--- src/rtl/cphy_hs_sequencer.sv ---
// HS burst sequencer for one C-PHY TX lane.
// Produces the preamble (PREBEGIN, optional programmable sequence, PREEND),
// sync words and the post sequence as 3-bit symbol codes, one per clock.
// Raises the Pre_Done / Sync_Done / Post_Done handshakes for cphy_tx_fsm.
//
// Handshake semantics: Sequencer_En is a level; it is high for the whole burst
// and dropping it aborts to IDLE on the next edge with no Done pulse. Sync and
// Post are levels sampled only in HOLD or on the last symbol of a sync word;
// elsewhere they are ignored, never queued. Each Done output is a single-cycle
// pulse coincident with the final symbol of its phase, whatever the request
// levels do afterwards.
//
// Every output is a flop. Next-state logic computes the state, counter and the
// symbol for the coming cycle, so the first symbol of a phase appears on the
// cycle after the triggering input is sampled.
module cphy_hs_sequencer #(
    parameter int PREBEGIN_W = 8,
    parameter int POST_W     = 4
) (
    input  logic                  clk,
    input  logic                  rst_n,
    input  logic                  Sequencer_En,
    input  logic                  Sync,
    input  logic                  Post,
    input  logic [PREBEGIN_W-1:0] PreBeginLen,
    input  logic                  ProgSeqEn,
    input  logic [41:0]           ProgSeq,
    input  logic [POST_W-1:0]     PostLen,
    output logic [2:0]            Seq_Symbol,
    output logic                  Seq_Valid,
    output logic                  Pre_Done,
    output logic                  Sync_Done,
    output logic                  Post_Done,
    output logic                  Seq_Busy
);

    // Symbol counter width: enough for 7*255 + 14 + 7 symbols.
    localparam int CNT_W = 11;

    localparam logic [2:0] ST_IDLE     = 3'd0;
    localparam logic [2:0] ST_PREBEGIN = 3'd1;
    localparam logic [2:0] ST_PROGSEQ  = 3'd2;
    localparam logic [2:0] ST_PREEND   = 3'd3;
    localparam logic [2:0] ST_HOLD     = 3'd4;
    localparam logic [2:0] ST_SYNC     = 3'd5;
    localparam logic [2:0] ST_POST     = 3'd6;

    // Symbol codes used by the fixed sequences.
    localparam logic [2:0] SYM_THREE = 3'd3;
    localparam logic [2:0] SYM_FOUR  = 3'd4;

    logic [2:0]       state_q, state_d;
    logic [CNT_W-1:0] cnt_q, cnt_d;
    logic [CNT_W-1:0] pre_total_q, pre_total_d;
    logic [CNT_W-1:0] post_total_q, post_total_d;
    logic             prog_en_q, prog_en_d;
    logic [41:0]      prog_seq_q, prog_seq_d;

    logic [2:0]       sym_q, sym_d;
    logic             valid_q, valid_d;
    logic             pre_done_q, pre_done_d;
    logic             sync_done_q, sync_done_d;
    logic             post_done_q, post_done_d;
    logic             busy_q, busy_d;

    // Lengths in symbols as they would be latched right now (0 counts as 1).
    logic [PREBEGIN_W-1:0] pre_units;
    logic [POST_W-1:0]     post_units;
    logic [CNT_W-1:0]      pre_total_new;
    logic [CNT_W-1:0]      post_total_new;

    // Programmable-sequence symbol selection for the coming cycle.
    logic [3:0]            prog_idx_next;
    logic [5:0]            prog_base;

    // Set when the next state must be chosen from the Sync/Post requests.
    logic                  hold_decide;

    // Convert the 7-symbol unit lengths into symbol counts.
    always_comb begin
        pre_units      = (PreBeginLen == '0) ? PREBEGIN_W'(1) : PreBeginLen;
        post_units     = (PostLen == '0) ? POST_W'(1) : PostLen;
        pre_total_new  = CNT_W'(pre_units) * CNT_W'(7);
        post_total_new = CNT_W'(post_units) * CNT_W'(7);
        prog_idx_next  = cnt_q[3:0] + 4'd1;
        prog_base      = {2'b00, prog_idx_next} * 6'd3;
    end

    // Next-state, counter, latched configuration and registered-output logic.
    always_comb begin
        state_d      = state_q;
        cnt_d        = cnt_q;
        pre_total_d  = pre_total_q;
        post_total_d = post_total_q;
        prog_en_d    = prog_en_q;
        prog_seq_d   = prog_seq_q;
        sym_d        = 3'd0;
        valid_d      = 1'b0;
        pre_done_d   = 1'b0;
        sync_done_d  = 1'b0;
        post_done_d  = 1'b0;
        hold_decide  = 1'b0;

        case (state_q)
            ST_IDLE: begin
                if (Sequencer_En) begin
                    state_d     = ST_PREBEGIN;
                    cnt_d       = '0;
                    pre_total_d = pre_total_new;
                    prog_en_d   = ProgSeqEn;
                    prog_seq_d  = ProgSeq;
                    sym_d       = SYM_THREE;
                    valid_d     = 1'b1;
                end
            end

            ST_PREBEGIN: begin
                valid_d = 1'b1;
                if (cnt_q == pre_total_q - 11'd1) begin
                    cnt_d = '0;
                    if (prog_en_q) begin
                        state_d = ST_PROGSEQ;
                        sym_d   = prog_seq_q[2:0];
                    end else begin
                        state_d = ST_PREEND;
                        sym_d   = SYM_THREE;
                    end
                end else begin
                    cnt_d = cnt_q + 11'd1;
                    sym_d = SYM_THREE;
                end
            end

            ST_PROGSEQ: begin
                valid_d = 1'b1;
                if (cnt_q == 11'd13) begin
                    state_d = ST_PREEND;
                    cnt_d   = '0;
                    sym_d   = SYM_THREE;
                end else begin
                    cnt_d = cnt_q + 11'd1;
                    sym_d = prog_seq_q[prog_base +: 3];
                end
            end

            ST_PREEND: begin
                if (cnt_q == 11'd6) begin
                    // Requests seen on the last PREEND cycle are not honoured.
                    state_d = ST_HOLD;
                    cnt_d   = '0;
                end else begin
                    cnt_d      = cnt_q + 11'd1;
                    sym_d      = SYM_THREE;
                    valid_d    = 1'b1;
                    pre_done_d = (cnt_q == 11'd5);
                end
            end

            ST_HOLD: begin
                hold_decide = 1'b1;
            end

            ST_SYNC: begin
                if (cnt_q == 11'd6) begin
                    // Last sync symbol: behave like HOLD so a held Sync chains
                    // the next word with no gap.
                    hold_decide = 1'b1;
                end else begin
                    cnt_d       = cnt_q + 11'd1;
                    sym_d       = (cnt_q == 11'd5) ? SYM_THREE : SYM_FOUR;
                    valid_d     = 1'b1;
                    sync_done_d = (cnt_q == 11'd5);
                end
            end

            ST_POST: begin
                if (cnt_q == post_total_q - 11'd1) begin
                    state_d = ST_IDLE;
                    cnt_d   = '0;
                end else begin
                    cnt_d       = cnt_q + 11'd1;
                    sym_d       = SYM_FOUR;
                    valid_d     = 1'b1;
                    post_done_d = (cnt_q == post_total_q - 11'd2);
                end
            end

            default: begin
                state_d = ST_IDLE;
                cnt_d   = '0;
            end
        endcase

        // Sync has priority; Post is looked at again after the sync word.
        if (hold_decide) begin
            cnt_d = '0;
            if (Sync) begin
                state_d = ST_SYNC;
                sym_d   = SYM_THREE;
                valid_d = 1'b1;
            end else if (Post) begin
                state_d      = ST_POST;
                post_total_d = post_total_new;
                sym_d        = SYM_FOUR;
                valid_d      = 1'b1;
            end else begin
                state_d = ST_HOLD;
            end
        end

        // Abort: dropping the enable returns to IDLE with a silent lane.
        if ((state_q != ST_IDLE) && !Sequencer_En) begin
            state_d     = ST_IDLE;
            cnt_d       = '0;
            sym_d       = 3'd0;
            valid_d     = 1'b0;
            pre_done_d  = 1'b0;
            sync_done_d = 1'b0;
            post_done_d = 1'b0;
        end
    end

    // Busy mirrors the registered state so it lines up with the outputs.
    always_comb begin
        busy_d = (state_d != ST_IDLE);
    end

    // State, counter, configuration and output registers.
    always_ff @(posedge clk or negedge rst_n) begin
        if (!rst_n) begin
            state_q      <= ST_IDLE;
            cnt_q        <= '0;
            pre_total_q  <= '0;
            post_total_q <= '0;
            prog_en_q    <= 1'b0;
            prog_seq_q   <= '0;
            sym_q        <= 3'd0;
            valid_q      <= 1'b0;
            pre_done_q   <= 1'b0;
            sync_done_q  <= 1'b0;
            post_done_q  <= 1'b0;
            busy_q       <= 1'b0;
        end else begin
            state_q      <= state_d;
            cnt_q        <= cnt_d;
            pre_total_q  <= pre_total_d;
            post_total_q <= post_total_d;
            prog_en_q    <= prog_en_d;
            prog_seq_q   <= prog_seq_d;
            sym_q        <= sym_d;
            valid_q      <= valid_d;
            pre_done_q   <= pre_done_d;
            sync_done_q  <= sync_done_d;
            post_done_q  <= post_done_d;
            busy_q       <= busy_d;
        end
    end

    assign Seq_Symbol = sym_q;
    assign Seq_Valid  = valid_q;
    assign Pre_Done   = pre_done_q;
    assign Sync_Done  = sync_done_q;
    assign Post_Done  = post_done_q;
    assign Seq_Busy   = busy_q;

endmodule
--- config.mk ---
export PLATFORM = sky130hd
export DESIGN_NAME = cphy_hs_sequencer
export DESIGN_NICKNAME = d
export VERILOG_FILES = /design/src/rtl/cphy_hs_sequencer.sv
export SDC_FILE = /design/constraint.sdc
export NUM_CORES = 1
export LEC_CHECK = 0
export BUFFER_PORTS_ARGS = -buffer_cell sky130_fd_sc_hd__buf_2
export CELL_PAD_IN_SITES_DETAIL_PLACEMENT = 1
export CELL_PAD_IN_SITES_GLOBAL_PLACEMENT = 1
export CORE_MARGIN = 2
export CORE_UTILIZATION = 45
export DETAILED_ROUTE_END_ITERATION = 6
export PLACE_DENSITY_LB_ADDON = 0.12
export RECOVER_POWER = 25
export SLEW_MARGIN = 20
export SYNTH_ARGS = -nofsm -noshare
export SYNTH_HDL_FRONTEND = slang
export SYNTH_SLANG_ARGS = --single-unit
--- constraint.sdc ---
create_clock -name clk -period 3.6 [get_ports clk]
set_input_delay 0.54 -clock clk [delete_from_list [all_inputs] [get_ports clk]]
set_output_delay 0.54 -clock clk [all_outputs]
set_load 0.02 [all_outputs]
* Word level (Yosys, flattened, before mapping)
Index checks and enable logic that the tools add are counted. Widths: inputs -> output; s select.
Cells by class: add/subtract/negate cells 5, multiply operators 3, divide/modulo/power cells 0, $lt $le $gt $ge 0, equality and inequality tests 15, shift-type cells 1, mux-type cells 53, bitwise gates (word level) 1, reduce and logical (&&, ||, !) cells 13
Operators by type and width (number):
- $mux 11 | 8
- $pmux 11 s7 | 1
- $mux 3 | 17
- $shiftx 42x7->3 | 1
- $pmux 3 s6 | 2
- $eq 11x11->1 | 3
- $eq 11x3->1 const B | 2
- $mux 1 | 17
- $add 11x1->11 const B | 1
- $eq 11x4->1 const B | 1
- $mul 8x3->11 const B | 1
- $sub 11x1->11 const B | 1
- $eq 3x3->1 const B | 3
- $logic_not 8->1 | 1
- $mux 2 | 4
- $mux 8 | 1
- $ne 4x4->1 const B | 2
- $sub 7x1->8 const B | 1
- $sub 7x2->8 const B | 1
- $mul 4x3->7 const B | 1
- $eq 3x2->1 const B | 2
- $mul 4x2->6 const B | 1
- $reduce_and 3->1 | 2
- $reduce_bool 3->1 | 2
- 13 further kinds | 15
Word-level totals: flip-flop bits (word level) 83, bits in latches 0, memory bits (writable) 0, bits in read-only memories 0, input port bits 60, logic and storage cells 103, memories 0

* Logic depth before layout (Yosys ltp)
word-level depth 9, mapped depth 17

* Worst setup path before layout
No wires, ideal clock.
path kind input -> register, start point input PreBeginLen[2], end point register pre_total_q[9], library setup time 0.069 ns, arrival 3.436 ns, slack 0.095 ns, stages 16, cells stage by stage inv_1 -> ha_1 -> nand3_1 -> or3_1 -> clkbuf_1 -> and2_1 -> mux2_2 -> ha_1 -> ha_1 -> a21o_1 -> a21o_1 -> a21o_1 -> a21o_1 -> a21oi_1 -> or4b_2 -> nand3_1
Between the ends: word-level cells in the longest chain between the ends 3
RTL lines:
- start, declared | line 25 | input logic [PREBEGIN_W-1:0] PreBeginLen,
- $logic_not 8->1 | line 81 | pre_units = (PreBeginLen == '0) ? PREBEGIN_W'(1) : PreBeginLen;
- $mux 8 (*) | line 81
- $mul 8x3->11 (*) | line 83 | pre_total_new = CNT_W'(pre_units) * CNT_W'(7);
- end signal, assigned | line 246 | pre_total_q <= pre_total_d;
- end, declared | line 54 | logic [CNT_W-1:0] pre_total_q, pre_total_d;
Every way passes the cells marked *; elsewhere a longest branch is shown, timed or not. A chain may end at the register's enable or synchronous reset.

* Worst setup path in the final report
start point input PreBeginLen[2], end point register pre_total_q[10]
Same word-level chain as after synthesis.

==> flow_summary.ini <==
[final_layout]
fin_area_um2 = 6450
area_growth_syn_to_layout_pct = 15.5
nFillCells = 1435
fin_nets = 803
antenna_cells = 0
finish.utilization_pct = 53.5
final_cells = 881
drive_above_1_share_pct = 19.1

[pwr]
p_leak_nw = 3.16
powerDensity_nw_per_um2 = 655
p_int_mw = 2.64
combinationalPowerShare_pct = 38.3
ir_worst_vdd_mv = 0.279
netSwitchingFraction_pct = 37.6
clockPowerShare_pct = 25.1
power_switching_mw = 1.59
seq_power_share_pct = 36.6

[yosys]
synthAdderAreaFrac_pct = 8.42
synthCells = 643
synth_top_family_by_area = simple AND/OR/NAND/NOR gates
synthXorXnorAreaFrac_pct = 5.65
synth-warning-count = 0
synth_nets = 737
synthSimpleGateAreaFrac_pct = 25.4
synthArstFlopShare_pct = 100
synth.mux.area_fraction_pct = 6.23
syn_area_per_cell_um2 = 8.69
syn_area_um2 = 5590
ys_types = 69
synth_seq_cells = 83
yosysSeqAreaShare_pct = 37.2
synth-compound-area-share_pct = 11.9
synth_ff_type = dfrtp_1
synth_edf_count = 0

[detailed_routing]
wl_per_cell_um = 16.6
drtIter0Drc = 166
vias = 4739
drc_errors = 0
wirelength_mm = 14.6
via_per_inst = 5.38
first_pass_iters = 4
ant_nets = 0

[critical_path]
arrival_ns = 3.68
cp-end-kind = flop
cp.required_ns = 3.87
critPathMaxFanout = 2
cp-start-kind = input pin
crit_type = in -> reg

[place]
place_ws_ns = -0.255
port_buffers = 67
post-place-cells = 865
place_congestion = 0.881
placed_cell_area_um2 = 6120
hpwl_mm = 10.6

[clocking]
cts_max_level = 3
cts_tree = built
clkTransAtPathRegs_ns = 0.06
clock-sinks = 83
cts_root_buf = clkbuf_16
cts_buffers = 9
clkLatencyLatePin_ns = 0.35
clockBufferDepth = 2

[die]
rows = 40
die_width_um = 115
die-area_um2 = 13300
start_util_pct = 46.3
ioPinCount = 68
die_y_um = 115
coreArea_um2 = 12100

[timing]
hold_violations = 0
max_slew_margin_pct = -42.2
period_needed_ns = 3.41
finalCritPeriodShare_pct = 94.7
max_clock_freq_mhz = 293
tns_ns = 0
finClkSkew_ns = 0.00543
fin_ws_ns = 0.190
final-max-slew-violation-count = 84
finalSetupViolCount = 0
worst_pin_slew_ns = 2.13

[worst_hold_path]
min_path_type = in -> reg

[job]
drv_cap = 1

[global_route]
grt_pass1_vias = 5123
grtUsageTotal_pct = 23.9
grt_pass1_wl_mm = 25.0
antenna_found_initial = 0
grt_start_max_net_pins = 84
grt_remaining_overflow = 0

[outcome]
outcome = finished, violations left
failed_checks = max-capacitance violations, max-slew violations
## path summary, 6_finish.rpt
kind | startpoint | to | slack [ns] | cells after the start
worst max-delay path | PreBeginLen[2] | pre_total_q[10] | 0.19 | 17
min in group asynchronous | rst_n | post_total_q[2] | 0.79 | 1
worst max register to register | post_total_q[1] | cnt_q[9] | 0.51 | 9
worst min register to register | prog_seq_q[27] | prog_seq_q[27] | 0.47 | 2
worst min-delay path | ProgSeq[14] | prog_seq_q[14] | 0.38 | 3
max in group asynchronous | rst_n | pre_total_q[9] | 1.53 | 1
## placed cells by master (no fill, tap or decap), types with 3 or more instances in the layout
master / count
a221oi_1: 3
o31ai_1: 3
nor4_1: 6
nand2_1: 175
ha_1: 28
buf_2: 66
xor2_1: 16
nand2b_1: 3
nor3_1: 11
a21oi_1: 18
and4_1: 3
nor2_1: 34
a31oi_1: 3
o21ai_0: 25
xnor2_1: 20
and2_1: 13
inv_1: 32
nand4b_1: 3
clkbuf_16: 9
o211ai_1: 7
nand3_1: 11
bufinv_16: 3
fa_1: 6
nor2b_1: 13
dfrtp_1: 83
a311oi_1: 3
buf_4: 21
mux2i_1: 10
a21o_1: 9
o221ai_1: 4
mux4_2: 9
nand4_1: 6
mux2_2: 4
## cell type report
cell class | instances | area [um^2] | share of cell area, %
Clock buffer | 11 | 233 | 3.61
Clock inverter | 4 | 98.8 | 1.53
Inverter | 32 | 120 | 1.86
Multi-Input combinational cell | 495 | 3220 | 49.9
Sequential cell | 83 | 2080 | 32.2
Tap cell | 168 | 210 | 3.26
Timing Repair Buffer | 88 | 493 | 7.64
## power by group through the flow
stage / combinational, mW / clock (mW) / sequential, mW
after floorplan: 1.21 / 0 / 1.47
after global routing: 1.83 / 1.12 / 1.60
final: 1.62 / 1.06 / 1.55
after global placement: 1.56 / 0 / 1.53
after detailed placement: 1.62 / 0 / 1.56
after CTS: 1.64 / 1.08 / 1.54
## cells by family (layout without fill, tap and decap cells)
family          Yosys count  in the layout
fa+ha+maj                34             34
compound gates           97             97
buf+inv                  65            135
flops                    83             83
simple gates            305            305
mux                      23             23
xor+xnor                 36             36
## timing repair
item,in CTS,in global routing
buffers inserted,0,1
endpoints found under the setup margin,0,1
hold buffers,0,0
gates resized for setup,0,2
## cell usage after synthesis (2+ instances only)
cell type	count	share of area, %
fa_1	6	2.2
o221ai_1	4	0.63
a21o_1	9	1.2
nand2b_1	3	0.34
a41oi_1	2	0.31
o31ai_1	3	0.40
xor2_1	16	2.5
nor3_1	12	1.1
or2_2	2	0.22
inv_1	32	2.2
nand4b_1	3	0.47
mux4_2	9	3.6
buf_6	2	0.40
and4_1	3	0.47
clkbuf_1	26	1.7
o211ai_1	7	0.94
a311oi_1	3	0.47
o2111ai_1	2	0.31
nor2b_1	13	1.5
o21ai_0	25	2.2
and3_1	2	0.22
a221oi_1	3	0.47
a31oi_1	3	0.34
or4_1	2	0.27
nand3_1	11	0.99
a21boi_0	2	0.27
o211a_1	2	0.36
or3b_2	2	0.31
xnor2_1	20	3.1
dfrtp_1	83	37
nor4_1	6	0.67
nand4_1	6	0.67
o21a_1	2	0.27
or3_1	2	0.22
ha_1	28	6.3
a22oi_1	2	0.27
and2_1	13	1.5
mux2i_1	10	1.8
clkbuf_8	3	0.74
nor2_1	34	2.3
a21oi_1	18	1.6
nand2_1	176	12
nor4b_1	2	0.31
mux2_2	4	0.81
## flip-flops by register name, indices dropped and copies added, names as in the netlist
| name | count |
|---|---|
| prog_seq_q | 42 |
| cnt_q | 11 |
| pre_total_q | 11 |
| post_total_q | 7 |
| Seq_Symbol | 3 |
| state_q | 3 |
| Post_Done | 1 |
| Pre_Done | 1 |
| Seq_Busy | 1 |
| Seq_Valid | 1 |
| Sync_Done | 1 |
| prog_en_q | 1 |
## worst max-delay path, stage by stage
cell and delay [ns]:
buf_2 0.10, inv_1 0.07, ha_1 0.15, nand3_1 0.09, or3_1 0.35, and2_1 0.19, mux2_2 0.27, ha_1 0.31
inv_1 0.07, fa_1 0.45, nor2b_1 0.12, o21ai_0 0.12, a21boi_1 0.20, o21ai_0 0.14, a21boi_1 0.20, o21ai_0 0.12
a21oi_1 0.17
## routing by layer
metal  track usage (%)  vias up  wire (um)
met2              42.1       71       7540
met5                 0        -          0
met1              30.0     2333       6510
met4              7.79        0        231
met3              3.71       18        344
li1                  -     2317          -
## through the flow
stage / hold WS [ns] / power (mW)
6_report: 0.376 / 4.23
5_1_grt: 0.375 / 4.55
4_1_cts: 0.370 / 4.26
3_5_place_dp: 0.461 / 3.18
3_3_place_gp: 0.454 / 3.08
2_1_floorplan: 0.244 / 2.68
(Power assumes the default switching activity.)
